==> config.mk <==
export PLATFORM = sky130hd
export DESIGN_NAME = mem_responder_flat
export DESIGN_NICKNAME = d
export VERILOG_FILES = /design/src/rtl/mem_bus_pkg.sv /design/src/rtl/mem_responder_if.sv /design/src/rtl/mem_array.sv /design/src/rtl/mem_responder.sv /design/src/flat_wrapper.sv
export SDC_FILE = /design/constraint.sdc
export NUM_CORES = 2
export LEC_CHECK = 0
export CORE_AREA = 2 2 436 654
export DETAILED_ROUTE_END_ITERATION = 7
export DIE_AREA = 0 0 438 656
export PLACE_DENSITY = 0.73
export SYNTH_ARGS = -nofsm -noshare
export SYNTH_HDL_FRONTEND = slang
export SYNTH_SLANG_ARGS = --single-unit
export TNS_END_PERCENT = 30
==> constraint.sdc <==
create_clock -name clk -period 4.3 [get_ports clk]
set_input_delay 0.86 -clock clk [delete_from_list [all_inputs] [get_ports clk]]
set_output_delay 0.86 -clock clk [all_outputs]
set_load 0.005 [all_outputs]
==> src/rtl/mem_bus_pkg.sv <==
// mem_bus_pkg: shared state encoding, RW codes and default widths for the memory responder
package mem_bus_pkg;
  typedef enum logic [1:0] {IDLE = 2'd0, BUSY = 2'd1, ACK = 2'd2} state_t;
  localparam logic RW_READ = 1'b1;
  localparam logic RW_WRITE = 1'b0;
  localparam int DEF_DATA_W = 16;
  localparam int DEF_ADDR_W = 16;
endpackage

==> src/rtl/mem_responder_if.sv <==
// mem_responder_if: CPU memory handshake bus (memEN, RW, addr, data_in -> data_out, MFC[, memErr])
// master = initiator (MAR/MDR side), slave = responder; memErr exists only with MEMRESP_BUSERR_EN
interface mem_responder_if import mem_bus_pkg::*; #(
  parameter int DATA_W = DEF_DATA_W,
  parameter int ADDR_W = DEF_ADDR_W
);
  logic memEN;
  logic RW;
  logic [ADDR_W-1:0] addr;
  logic [DATA_W-1:0] data_in;
  logic [DATA_W-1:0] data_out;
  logic MFC;
`ifdef MEMRESP_BUSERR_EN
  logic memErr;
  modport master (output memEN, RW, addr, data_in, input data_out, MFC, memErr);
  modport slave (input memEN, RW, addr, data_in, output data_out, MFC, memErr);
`else
  modport master (output memEN, RW, addr, data_in, input data_out, MFC);
  modport slave (input memEN, RW, addr, data_in, output data_out, MFC);
`endif
endinterface

==> src/rtl/mem_array.sv <==
// mem_array: DEPTH x DATA_W storage, synchronous write, registered read
// Ports: clk, rst (sync, active-low, clears rdata only), we, re, clr (forces rdata to 0), addr, wdata, rdata
module mem_array #(
  parameter int DATA_W = 16,
  parameter int DEPTH = 256,
  localparam int IW = DEPTH > 1 ? $clog2(DEPTH) : 1
) (
  input  logic clk,
  input  logic rst,
  input  logic we,
  input  logic re,
  input  logic clr,
  input  logic [IW-1:0] addr,
  input  logic [DATA_W-1:0] wdata,
  output logic [DATA_W-1:0] rdata
);
  logic [DATA_W-1:0] mem [DEPTH];
  always_ff @(posedge clk)
    if (we) mem[addr] <= wdata;
  always_ff @(posedge clk)
    rdata <= (!rst || clr) ? '0 : re ? mem[addr] : rdata;
endmodule

==> src/rtl/mem_responder.sv <==
// mem_responder: memory-side MFC handshake responder with LATENCY wait states and address range check
// Ports: clk, rst (sync, active-low), bus (mem_responder_if.slave: memEN, RW, addr, data_in, data_out, MFC[, memErr])
// Optional: MEMRESP_BUSERR_EN adds memErr, raised with MFC for accesses at or beyond DEPTH
module mem_responder import mem_bus_pkg::*; #(
  parameter int DATA_W = DEF_DATA_W,
  parameter int ADDR_W = DEF_ADDR_W,
  parameter int DEPTH = 256,
  parameter int LATENCY = 2
) (
  input logic clk,
  input logic rst,
  mem_responder_if.slave bus
);
  localparam int IW = DEPTH > 1 ? $clog2(DEPTH) : 1;
  state_t state;
  logic [3:0] cnt;
  logic rw_l;
  logic [ADDR_W-1:0] addr_l;
  logic [DATA_W-1:0] data_l;
  logic [DATA_W-1:0] rdata;
  logic mfc;
  logic in_range;
  logic fire;
  assign in_range = {1'b0, addr_l} < (ADDR_W + 1)'(DEPTH);
  // the completing edge; gated by rst so a reset on that edge cannot commit a write
  assign fire = rst && state == BUSY && bus.memEN && cnt == '0;
  mem_array #(.DATA_W(DATA_W), .DEPTH(DEPTH)) u_array (
    .clk(clk),
    .rst(rst),
    .we(fire && rw_l == RW_WRITE && in_range),
    .re(fire && rw_l == RW_READ && in_range),
    .clr(fire && rw_l == RW_READ && !in_range),
    .addr(addr_l[IW-1:0]),
    .wdata(data_l),
    .rdata(rdata)
  );
  assign bus.data_out = rdata;
  assign bus.MFC = mfc;
`ifdef MEMRESP_BUSERR_EN
  logic err;
  assign bus.memErr = err;
`endif
  always_ff @(posedge clk) begin
    if (!rst) begin
      state <= IDLE;
      cnt <= '0;
      mfc <= 1'b0;
      rw_l <= RW_READ;
      addr_l <= '0;
      data_l <= '0;
`ifdef MEMRESP_BUSERR_EN
      err <= 1'b0;
`endif
    end else begin
      case (state)
        IDLE: if (bus.memEN) begin
          rw_l <= bus.RW;
          addr_l <= bus.addr;
          data_l <= bus.data_in;
          cnt <= 4'(LATENCY);
          state <= BUSY;
        end
        BUSY: if (!bus.memEN) state <= IDLE;
          else if (cnt != '0) cnt <= cnt - 4'd1;
          else begin
            mfc <= 1'b1;
`ifdef MEMRESP_BUSERR_EN
            err <= !in_range;
`endif
            state <= ACK;
          end
        ACK: if (!bus.memEN) begin
          mfc <= 1'b0;
`ifdef MEMRESP_BUSERR_EN
          err <= 1'b0;
`endif
          state <= IDLE;
        end
        default: state <= IDLE;
      endcase
    end
  end
endmodule
==> src/flat_wrapper.sv <==
// flat-port wrapper written by rule: the top's interface ports become plain ports
module mem_responder_flat import mem_bus_pkg::*;
#(
  parameter int DATA_W = DEF_DATA_W,
  parameter int ADDR_W = DEF_ADDR_W,
  parameter int DEPTH = 256,
  parameter int LATENCY = 2
)
  (clk, rst, bus_memEN, bus_RW, bus_addr, bus_data_in, bus_data_out, bus_MFC);
  mem_responder_if #(.DATA_W(DATA_W), .ADDR_W(ADDR_W)) bus_i ();
  input logic clk;
  input logic rst;
  input wire logic [$bits(bus_i.memEN)-1:0] bus_memEN;
  input wire logic [$bits(bus_i.RW)-1:0] bus_RW;
  input wire logic [$bits(bus_i.addr)-1:0] bus_addr;
  input wire logic [$bits(bus_i.data_in)-1:0] bus_data_in;
  output wire logic [$bits(bus_i.data_out)-1:0] bus_data_out;
  output wire logic [$bits(bus_i.MFC)-1:0] bus_MFC;
  assign bus_i.memEN = bus_memEN;
  assign bus_i.RW = bus_RW;
  assign bus_i.addr = bus_addr;
  assign bus_i.data_in = bus_data_in;
  assign bus_data_out = bus_i.data_out;
  assign bus_MFC = bus_i.MFC;
  mem_responder #(.DATA_W(DATA_W), .ADDR_W(ADDR_W), .DEPTH(DEPTH), .LATENCY(LATENCY)) u_core (.clk(clk), .rst(rst), .bus(bus_i));
endmodule
**After elaboration in Yosys (flattened, before gate mapping)**

Memories as Yosys holds them, arrays and structs flattened. A register that Yosys moved wholly into a read port is not among the register bits.
Cells that the tools add are included.

- Register bits: 40
- Memories: 1
- RAM bits: 4096
- Output and inout bits: 17
- Input port bits: 36

- $lt $le $gt $ge: 1
- Muxes and demuxes: 15
- Bitwise gates (word level): 1
- Reduce and logical (&&, ||, !) cells: 20
- Eq/ne operators: 8
- $add $sub $neg: 1

Memory list:

| name | depth | width | rd ports | clocked after memory_dff | wr ports | line | source |
|---|---|---|---|---|---|---|---|
| u_core.u_array.mem | 256 | 16 | 1 | 1 | 1 | mem_array.sv:17 | `logic [DATA_W-1:0] mem [DEPTH];` |

Operators by type and width:

| operator | count |
|---|---|
| < comparator 16 x 9 -> 1 bit, second input constant | 1 |
| two-way mux 4 bit | 3 |
| inequality test 2 bit, second input constant | 5 |
| logical AND 1 bit | 8 |
| two-way mux 2 bit | 4 |
| case mux 4 bit (2 select lines) | 1 |
| AND reduction 4 bit | 2 |
| case mux 2 bit (3 select lines) | 1 |
| two-way mux 1 bit | 5 |
| logical NOT 4 bit | 1 |
| nonzero test 2 bit | 2 |
| nonzero test 4 bit | 1 |
| subtractor 4 x 1 -> 4 bit, second input constant | 1 |
| inequality test 3 bit, second input constant | 1 |
| AND reduction 3 bit | 1 |
| equality test 2 x 1 -> 1 bit, second input constant | 1 |
| equality test 2 bit, second input constant | 1 |
| logical NOT 1 bit | 2 |
| logical NOT 2 bit | 1 |
| case mux 1 bit (2 select lines) | 1 |
| AND reduction 2 bit | 1 |
| logical OR 1 bit | 1 |
| NOT 1 bit | 1 |

**Logic depth before layout (Yosys ltp)**

- Depth after elaboration: 8
- Depth in mapped cells: 13

**By module**

Synthesis repeated with hierarchy kept, for this count alone.

- Cell total of the unflattened synthesis: 7396
- Area, all modules: 160061.0 um2

Modules (own cells, without submodules):

| module | instances | seq. area each (um2) | cells each | area each (um2) |
|---|---|---|---|---|
| mem_array | 1 | 123318.3 | 7200 | 158462.0 |
| mem_responder | 1 | 800.8 | 196 | 1599.0 |

**Least setup slack after synthesis**

Ideal clock, no wire load.

- Kind: register to register
- From: register u_core.data_l[0]
- To: memory u_core.u_array.mem[0][0] (data pin)
- Data arrival time: 3.397 ns
- Path slack: 0.047 ns
- Library setup time: 0.856 ns
- Path buffers: 0
- Cell stages (with the launch flop): 1
- Data required time: 3.444 ns
- Cells stage by stage: dfxtp_1

RTL lines:

| item | line | source |
|---|---|---|
| start, declared | mem_responder.sv:19 | `logic [DATA_W-1:0] data_l;` |
| start signal, assigned | mem_responder.sv:59 | `data_l <= bus.data_in;` |
| end, declared | mem_array.sv:17 |  |

No word-level cell before the write port.

**Worst setup path in the final report**

- From: register u_core.addr_l[2]
- To: register u_core.u_array.rdata[5], read port of u_core.u_array.mem

- Longest elaborated chain between the ends: 4
- Elaborated cells between the ends (all ways): 5
- Classes of those cells: order compare (1); reduce/logical (4)

Ends and longest elaborated chain:

| item | line | source |
|---|---|---|
| start, declared | mem_responder.sv:18 | `logic [ADDR_W-1:0] addr_l;` |
| start signal, assigned | mem_responder.sv:58 | `addr_l <= bus.addr;` |
| < comparator 16 x 9 -> 1 bit | mem_responder.sv:24 | `assign in_range = {1'b0, addr_l} < (ADDR_W + 1)'(DEPTH);` |
| logical NOT 1 bit | mem_responder.sv:32 | `.clr(fire && rw_l == RW_READ && !in_range),` |
| logical AND 1 bit | mem_responder.sv:32 |  |
| logical OR 1 bit | mem_array.sv:21 | `rdata <= (!rst \|\| clr) ? '0 : re ? mem[addr] : rdata;` |
| end, declared | mem_array.sv:15 | `output logic [DATA_W-1:0] rdata` |

Parallel ways exist; a longest one is shown, timed or not.
A chain may end at the register's enable or synchronous reset.

==> results.md <==
* Status: finished with violations
* Failing checks: capacitance limit, slew limit, setup timing
* Syn Inst Count at roughly 7300
* Filler Cells Inserted at around 18000
* Maximum vdd drop at around 0.00035 V
* Drt via density at a little under 7
* H-tree depth at 5
* Clk_skew at 64.7 ps
* HP Start: bus_addr[13]
* Number of global-route vias before repair at ~83000
* Post-Layout Inst Area at around 180000 sq um
* Die Width at around 440 um
* Nets at 8048
* Area of the multi-input gates at 33200 sq um
* Top FF cell, synth: edfxtp_1
* Worst path max stage delay at 1240 ps
* Crit path kind: reg -> reg
* Unique masters post-synth at 68
* Core Area at between 200000 and 300000 sq um
* Gr ovfl total at 0
* Final ANT Viol Nets at 0
* CTS tree: built
* Post-DP HPWL at ~280 mm
* Cell type with the highest aggregate area in the netlist: edfxtp_1
* CTS Sinks at just over 4000
* Final wirelength at ~460 mm
* DR vias at 82900
* Worst Setup End Kind: register
* Post-synth EDFFs at roughly 4100
* Setup TNS at -571 ps
* Async S/R FF share, synth at 0%
* Setup WS post-layout at -295 ps
* Max-Slew Margin vs Limit at -4.87%
* CP startpoint kind: register
* I/O Pins at 53
* Min cycle time layout at roughly 4600 ps
* RSZ-0062 raised after global routing: no
* IO Port Bufs at 52
* Final setup fails at 3
* GR Util met3 at ~6.4%
* Static leakage at between 50 and 60 nW
* Yosys top cell area share at 77.0%
* CP Max Fanout at 23
* Post-CTS Setup Repair Bufs at 0
* Tcrit/Tclk final at 107%
* Die area at 287000 sq um
* GPL Wtd Cong at approximately 0.95
* Residual DRC count at 0
* Worst EP arrival at 5430 ps
* First-pass GRT wire length at about 630 mm
* Syn_area_per_cell at around 22 sq um
* Worst reg2reg setup slack at -300 ps
* Initial DRC Count at 13000
* Clock tree root buffer cell: clkbuf_16
* Num CTS Buffers at 358
* Routed WL per cell at about 38 um
* Register area at roughly 120000 sq um
* Critical Path RT at just over 5000 ps
* Synthesized Nets at 7348
* Top Usage Layer GRT: met2
* Clock slew at reported path FFs at roughly 70 ps
* Synthesized area at 160000 sq um
* Rows at around 240
* Crit path cell chain: buf_12 -> nand2b_1 -> o22ai_1 -> o21ai_0 -> nand4_1 -> a41oi_1
* Synth Warn # at 0
* Crit path launch: u_core.addr_l[2]
* Total power draw at 82.8 mW
* Final Max Slew Viols at 2
* Fmax at ~0.22 GHz
* 1st-pass router iterations at 8
* Synth Register Bits at around 4200
* Pin count of the biggest net entering global routing at 149
* Met2 usage at 50.2%
* Power per Cell Area at around 450 nW/um^2
* Clk Latency, worst-skew pair at approximately 960 ps
* Layout cells sized above 1 at approximately 28%
* Synth top area cells: edfxtp_1 77%, mux4_2 14%, mux2i_1 1.4%, nor2_1 0.84%, dfxtp_1 0.70%
* Hold WC Path Type: in -> reg
* Reg2Reg Launch Point: u_core.addr_l[2]
* Initial antenna violation count at 24
* Slew @ Worst Pin at 1560 ps
* Slowest CP cell: o21ai_0
* Max Cap Viol at 2
* Initial Util at between 50% and 60%
* Grt met1 use at between 30% and 40%
* Total global-route track usage at about a third
* Area post-placement at 170000 sq um
* Post-cts repair resize count at 1
* Die height at ~660 um
* Max clock buf depth at 4
* Hold-fix buffers, CTS at 0
* Final hold violation count at 0
* Area delta synth->final at 14.0%
* Sequential fraction of the synthesis area at 77.7%
[worst max-delay path, delay by kind of cell, from the launching register on]
kind | cells | cell delay [ps]
AO/OA/AOI/OAI | 3 | 1920
buffers and inverters | 1 | 290
flip-flops | 1 | 690
AND/OR/NAND/NOR | 2 | 1540
[cells in the final DEF (no fill, tap or decap), types with 18 or more instances in the layout]
cell type,instances
nand2_1,245
a31oi_1,24
bufinv_16,43
a21oi_1,81
dfxtp_4,22
mux2_2,79
clkbuf_1,69
clkdlybuf4s50_1,52
nand4_1,25
edfxtp_1,4096
a221oi_1,20
clkbuf_16,367
nor2_1,346
dfxtp_1,33
a211oi_1,31
nand3_1,51
buf_12,173
mux2i_1,224
buf_4,538
mux4_2,986
nand2b_1,18
diode_2,18
a22oi_1,85
o22ai_1,130
nor2b_1,29
o21ai_0,100
clkinv_2,58
a21boi_0,33
clkinv_1,68
[cell families after synthesis]
logic type               after synthesis  share of synthesized area [%]
multiplexers                        1290                           15.9
XOR/XNOR                               3                         0.0165
AND/OR/NAND/NOR                      811                           2.21
adder cells (fa/ha/maj)                2                         0.0157
buffers and inverters                430                           1.53
AO/OA/AOI/OAI                        622                           2.63
flip-flops                          4152                           77.7
[cells in the mapped netlist, types with 24 or more instances]
master,count
nand3_1,51
mux2_2,79
a211oi_1,31
o22ai_1,130
buf_4,107
a21oi_1,81
mux4_2,986
edfxtp_1,4096
a22oi_1,85
a21boi_0,33
clkbuf_1,148
a31oi_1,24
nor2b_1,32
nand2_1,247
buf_6,35
mux2i_1,224
o21ai_0,102
buf_2,113
nand4_1,25
dfxtp_1,56
nor2_1,358
[path summary, 6_finish.rpt]
| check | endpoint | cells past startpoint |
|---|---|---|
| worst min register to register | u_core.addr_l[13] | 2 |
| worst min-delay path | u_core.addr_l[13] | 3 |
| worst max register to register | u_core.u_array.rdata[5] | 6 |
| worst max-delay path | u_core.u_array.rdata[5] | 6 |
[flip-flops by register name (all words and copies together), names as in the netlist]
register and count:
u_core.addr_l 16, u_core.bus.MFC 1, u_core.cnt 4, u_core.data_l 16, u_core.rw_l 1, u_core.state 2, u_core.u_array.mem 4096, u_core.u_array.rdata 16
[through the flow]
step	utilization, %	cells	setup WS [ps]	hold WS (ps)
2_1_floorplan	-	7310	47.4	443
3_3_place_gp	60.4	11400	-0.747	452
3_5_place_dp	60.4	11400	29.4	472
4_1_cts	64.6	12000	62.0	446
5_1_grt	64.6	12000	17.6	494
6_report	64.6	12100	-295	459
[power by group]
| group | internal, mW | switching (mW) | total, mW | leakage [nW] |
|---|---|---|---|---|
| Sequential | 44.6 | 0.283 | 44.8 | 39.9 |
| Combinational | 1.78 | 3.26 | 5.04 | 13.6 |
| Clock | 18.4 | 14.5 | 32.9 | 5.72 |
[metal layers]
layer | up-vias | routed length [um]
met1 | 43100 | 147000
met5 | - | 107
met3 | 1383 | 48200
met2 | 6261 | 220000
li1 | 32100 | -
met4 | 16 | 41100
[cell type report]
| class | instances | area share (%) |
|---|---|---|
| inverters | 6 | 0.0193 |
| clock buffers | 445 | 5.26 |
| well taps | 3735 | 2.57 |
| flip-flops and latches | 4152 | 68.2 |
| repair buffers | 764 | 4.41 |
| clock inverters | 203 | 1.21 |
| diodes | 18 | 0.0248 |
| multi-input cells | 2728 | 18.3 |
Note: power is estimated with default switching activity, not from simulation.
